File: src/rtl/it_cond_unit.sv
// -----------------------------------------------------------------------------
// it_cond_unit
//
// Holds the Thumb IT execution state (IT[7:0]) and derives the condition that
// applies to the instruction currently retiring.
// IT[7:4] is the base condition of the current instruction.
// IT[4:0] is the shifting mask: the lowest set bit marks the end of the block,
// and bit 4 supplies the low bit of the condition for the current slot.
//
// Ports:
//   clk            in   1  system clock, rising edge
//   rst            in   1  asynchronous active-high reset
//   it_load        in   1  IT instruction decoded this cycle
//   it_firstcond   in   4  IT firstcond field
//   it_mask        in   4  IT mask field
//   inst_valid     in   1  current instruction retires (advances IT state)
//   flags_nzcv     in   4  APSR flags {N,Z,C,V}
//   epsr_wr        in   1  restore IT state (exception return / MSR)
//   epsr_wr_data   in   8  IT[7:0] value to restore
//   it_state       out  8  current IT[7:0], registered
//   in_it_block    out  1  IT[3:0] != 0
//   cur_cond       out  4  condition for the current instruction (AL outside a block)
//   cond_pass      out  1  cur_cond evaluated against flags_nzcv
//   it_last        out  1  current instruction is the last one of the block
//   it_remaining   out  3  instructions left in block, including current
//   it_err         out  1  one-cycle pulse after an ignored load (mask 0000)
//
// Optional feature (macro IT_COND_SKIP_CNT_EN):
//   skip_cnt_clr   in   1  synchronous clear of skip_cnt
//   skip_cnt       out 16  saturating count of in-block retirements that failed
//                          their condition
// -----------------------------------------------------------------------------
module it_cond_unit (
  input  logic       clk,
  input  logic       rst,
  input  logic       it_load,
  input  logic [3:0] it_firstcond,
  input  logic [3:0] it_mask,
  input  logic       inst_valid,
  input  logic [3:0] flags_nzcv,
  input  logic       epsr_wr,
  input  logic [7:0] epsr_wr_data,
`ifdef IT_COND_SKIP_CNT_EN
  input  logic        skip_cnt_clr,
  output logic [15:0] skip_cnt,
`endif
  output logic [7:0] it_state,
  output logic       in_it_block,
  output logic [3:0] cur_cond,
  output logic       cond_pass,
  output logic       it_last,
  output logic [2:0] it_remaining,
  output logic       it_err
);

  // Evaluate an ARM condition code against {N,Z,C,V}.
  function automatic logic eval_cond(input logic [3:0] cond, input logic [3:0] nzcv);
    logic n;
    logic z;
    logic c;
    logic v;
    logic res;
    n = nzcv[3];
    z = nzcv[2];
    c = nzcv[1];
    v = nzcv[0];
    case (cond)
      4'b0000: res = z;
      4'b0001: res = ~z;
      4'b0010: res = c;
      4'b0011: res = ~c;
      4'b0100: res = n;
      4'b0101: res = ~n;
      4'b0110: res = v;
      4'b0111: res = ~v;
      4'b1000: res = c & ~z;
      4'b1001: res = ~c | z;
      4'b1010: res = (n == v);
      4'b1011: res = (n != v);
      4'b1100: res = ~z & (n == v);
      4'b1101: res = z | (n != v);
      default: res = 1'b1;
    endcase
    return res;
  endfunction

  logic [7:0] it_state_r;
  logic [7:0] state_nxt;
  logic       it_err_r;
  logic       err_nxt;

  // Next IT state and error pulse, priority epsr_wr > it_load > advance.
  always_comb begin
    state_nxt = it_state_r;
    err_nxt   = 1'b0;
    if (epsr_wr) begin
      state_nxt = epsr_wr_data;
    end else if (it_load) begin
      if (it_mask != 4'b0000) begin
        state_nxt = {it_firstcond, it_mask};
      end else begin
        err_nxt = 1'b1;
      end
    end else if (inst_valid && in_it_block) begin
      if (it_state_r[2:0] == 3'b000) begin
        // Last instruction of the block just retired.
        state_nxt = 8'h00;
      end else begin
        // Shift IT[4:0] left by one; IT[7:5] holds the base condition.
        state_nxt = {it_state_r[7:5], it_state_r[3:0], 1'b0};
      end
    end else begin
      state_nxt = it_state_r;
    end
  end

  // IT state and error pulse registers.
  always_ff @(posedge clk or posedge rst) begin
    if (rst) begin
      it_state_r <= 8'h00;
      it_err_r   <= 1'b0;
    end else begin
      it_state_r <= state_nxt;
      it_err_r   <= err_nxt;
    end
  end

  // Decode of the current IT state.
  always_comb begin
    in_it_block = (it_state_r[3:0] != 4'b0000);
    it_last     = (it_state_r[3:0] == 4'b1000);
    if (in_it_block) begin
      cur_cond = it_state_r[7:4];
    end else begin
      cur_cond = 4'b1110;
    end
    cond_pass = eval_cond(cur_cond, flags_nzcv);
    // The lowest set mask bit marks the block end; its position gives the count.
    if (it_state_r[0]) begin
      it_remaining = 3'd4;
    end else if (it_state_r[1]) begin
      it_remaining = 3'd3;
    end else if (it_state_r[2]) begin
      it_remaining = 3'd2;
    end else if (it_state_r[3]) begin
      it_remaining = 3'd1;
    end else begin
      it_remaining = 3'd0;
    end
  end

  assign it_state = it_state_r;
  assign it_err   = it_err_r;

`ifdef IT_COND_SKIP_CNT_EN
  logic [15:0] skip_cnt_r;

  // Saturating count of skipped (condition-failed) in-block retirements.
  always_ff @(posedge clk or posedge rst) begin
    if (rst) begin
      skip_cnt_r <= 16'h0000;
    end else if (skip_cnt_clr) begin
      skip_cnt_r <= 16'h0000;
    end else if (inst_valid && in_it_block && !cond_pass && (skip_cnt_r != 16'hFFFF)) begin
      skip_cnt_r <= skip_cnt_r + 16'h0001;
    end else begin
      skip_cnt_r <= skip_cnt_r;
    end
  end

  assign skip_cnt = skip_cnt_r;
`endif

endmodule
File: config.mk
export PLATFORM = sky130hd
export DESIGN_NAME = it_cond_unit
export DESIGN_NICKNAME = d
export VERILOG_FILES = /design/src/rtl/it_cond_unit.sv
export SDC_FILE = /design/constraint.sdc
export NUM_CORES = 1
export LEC_CHECK = 0
export ABC_AREA = 1
export CAP_MARGIN = 20
export CORE_MARGIN = 2
export CORE_UTILIZATION = 38
export DETAILED_ROUTE_END_ITERATION = 8
export PLACE_DENSITY = 0.78
export SYNTH_ARGS = -nofsm -noshare
export SYNTH_HDL_FRONTEND = slang
export SYNTH_SLANG_ARGS = --single-unit
File: constraint.sdc
create_clock -name clk -period 1.95 [get_ports clk]
set_input_delay 0.2925 -clock clk [delete_from_list [all_inputs] [get_ports clk]]
set_output_delay 0.2925 -clock clk [all_outputs]
set_load 0.01 [all_outputs]
==> out/results.tsv <==
metric	value	unit
largest net degree at the start of global routing	10	
status	finished clean	
Synth area leader	dfrtp_1	
Final HPWL DP	1.97	mm
Max Fclk	513	MHz
multiplexer share of the synthesized area	0	
root buffer cell	clkbuf_4	
Detailed Route WL	2.51	mm
TritonCTS Buffers	3	
Startpoint Class	flip-flop	
net count after synthesis	142	
Core Region	2000	sq um
CP max-delay cell	dfrtp_1	
H-tree depth	1	
Final setup violation count	0	
# IOs	44	
Crit path required time	1.66	ns
total number of vias	1043	
critical path, cell by cell	nor2_4 -> nand2_4 -> buf_4 -> nand3_2 -> nand2_1 -> nand2_1 -> nand3_1 -> nand3_1 -> nand3_1 -> buf_2	
Synth area leaders	dfrtp_1, nand2_1, inv_1, nand2_4, nand3_1	
vias in the first global route	1003	
Final Hold Viols	0	
via/cell ratio	4.97	
Pwr Density	608	nW/um^2
slew at the pin with the worst max-slew slack	0.348	ns
Slew headroom	0.768	
Crit path top cell by count	nand3_1	
routability cong.	0.839	
IO buf count	43	
Adder-Cell Fraction of Synth Area	0	
first-pass GRT wire length	4.17	mm
Sw Ratio	0.375	
RSZ-0062 raised after global routing	yes	
crit-path max FO	5	
drt drc	0	
most frequent cells in the layout	clkdlybuf4s50_1, nand2_1, buf_4	
Reg area	225	sq um
drt wl/cell	11.9	um
max-slew violation count	0	
fillers	170	
Internal Power	553	uW
Synth Register Bits	9	
Syn Std Cell Area	816	sq um
endpoint class of the critical path	output pin	
synthesized area per cell	6.97	sq um
clk_lat worst skew	0.27	ns
WHS	0.290	ns
Die H	50.3	um
TritonCTS sink count	9	
Max clock buf depth	2	
clock transition at the registers of the reported paths	0.06	ns
Layout Nets	209	
switching pwr	332	uW
Layout area overhead	78.4	%
full die area	2530	sq um
Synth cell types	28	
Max-Cap Viols	0	
Seq pwr share	0.259	
post-synth top area share	0.276	
Seq/Total Area, Yosys	0.276	
largest family of logic cells by synthesized area	simple AND/OR/NAND/NOR gates	
starting density of the core	0.407	
Worst EP arrival	1.66	ns
YS warnings	0	
clock group share of total power	0.167	
Pleak	0.000763	uW
most common cell after layout, fill and taps aside	clkdlybuf4s50_1	
1st-pass router iterations	4	
layout cells sized above 1	0.240	
Antenna Nets Post-Route	0	
row count	16	
simple-gate portion of the synthesized area	0.393	
Max VDD drop	0.487	mV
post-synthesis cell count	117	
worst min path class	primary input to async pin	
initial antenna violation count	0	
Multi-input gate area	507	sq um
crit path kind	flip-flop to output pin	
post-synthesis xor/xnor area fraction	0.0107	
Layout Skew	0.00224	ns
post-layout min period	1.95	ns
Crit path largest cell delay	0.41	ns
CTS tree	yes	
Comb power frac	0.574	
Iter 0 DRT Violations	42	
Finished Core Util	0.727	
Tcrit/Tclk final	0.999	
ant diodes	0	
GRT Util Overall	0.216	
die width	50.3	um
Synth Area in Compound Gates	0.186	
GRT overflow	0	
[worst max-delay path, delay by kind of cell, from the launching register on]
family                 cells  cell delay (ns)
and+or+nand+nor            8             0.67
DFF                        1             0.41
buffers and inverters      2             0.30
[flip-flops by register name (all words and copies together) (netlist names)]
name,flops
it_state,8
it_err,1
[timing repair]
| item | CTS | global route |
|---|---|---|
| cloned | 1 | 0 |
| endpoints found under the setup margin | 5 | 3 |
| gates resized for setup | 15 | 3 |
| pin swaps | 1 | 0 |
| setup buffers | 2 | 0 |
| hold buffers | 0 | 0 |
[layout make-up]
cell class	count	share of cell area
Timing Repair Buffer	64	0.402
Tap cell	27	0.0232
Multi-Input combinational cell	85	0.348
Sequential cell	9	0.155
Inverter	21	0.0542
Clock buffer	4	0.0181
[stage by stage]
step                      setup TNS [ns]  power [uW]  cells  cell area, sq um  worst slack (ns)
after detailed placement          -0.322         732    203              1390            -0.322
after global routing              -0.119         953    210              1460            -0.119
after global placement            -0.269         722    203              1390            -0.269
final                                  0         885    210              1460           0.00239
after floorplan                        0         469    117               816             0.379
after CTS                       -0.00390         888    210              1450          -0.00390
[path summary, 6_finish.rpt]
path | start | to | slack (ns) | cells after the start
max in group asynchronous | rst | it_state[5]$_DFFE_PP0P_ | 1.41 | 2
max reg2reg | it_state[1]$_DFFE_PP0P_ | it_state[4]$_DFFE_PP0P_ | 0.64 | 8
max | it_state[1]$_DFFE_PP0P_ | cond_pass | 0.002 | 10
min in group clk | it_state[6]$_DFFE_PP0P_ | it_state[6]$_DFFE_PP0P_ | 0.52 | 2
min reg2reg | it_state[6]$_DFFE_PP0P_ | it_state[6]$_DFFE_PP0P_ | 0.52 | 2
min | rst | it_state[4]$_DFFE_PP0P_ | 0.29 | 2
[synthesized netlist by cell type]
master / instances
nand3_4: 1
nand3_2: 2
inv_1: 20
buf_12: 1
o211ai_2: 1
a22oi_1: 4
a22o_2: 1
nor2_2: 2
nand2_4: 5
nand3_1: 8
buf_4: 1
o211ai_1: 1
inv_2: 1
a221oi_1: 2
nand4_1: 2
o21ai_0: 2
a21oi_1: 4
nand2_1: 28
o21ai_1: 7
xor2_1: 1
nand2_2: 1
nor3_1: 2
nor4_1: 1
clkbuf_1: 1
dfrtp_1: 9
a21oi_2: 1
nor2_1: 7
nand3b_1: 1
[power by group through the flow]
stage | Combinational, uW | Sequential (uW) | Clock [uW]
global placement | 496 | 226 | 0
CTS | 508 | 229 | 151
finish | 508 | 229 | 148
global route | 556 | 232 | 165
floorplan | 223 | 246 | 0
detailed placement | 504 | 228 | 0
[cell families (layout without fill, tap and decap cells)]
family / Yosys count / in the layout
AOI/OAI and AO/OA: 23 / 23
xor gates and xnor gates: 1 / 1
buffers and inverters: 24 / 89
DFF: 9 / 9
and+or+nand+nor: 60 / 61
[layer usage]
layer  vias to the layer above  global-route usage  wire length, um
li1                        514                   -                -
met1                       468               0.241             1000
met2                        56               0.395             1250
met3                         5              0.0417              211
met4                         0              0.0946               44
met5                         -                   0                0
(Power assumes the default switching activity.)
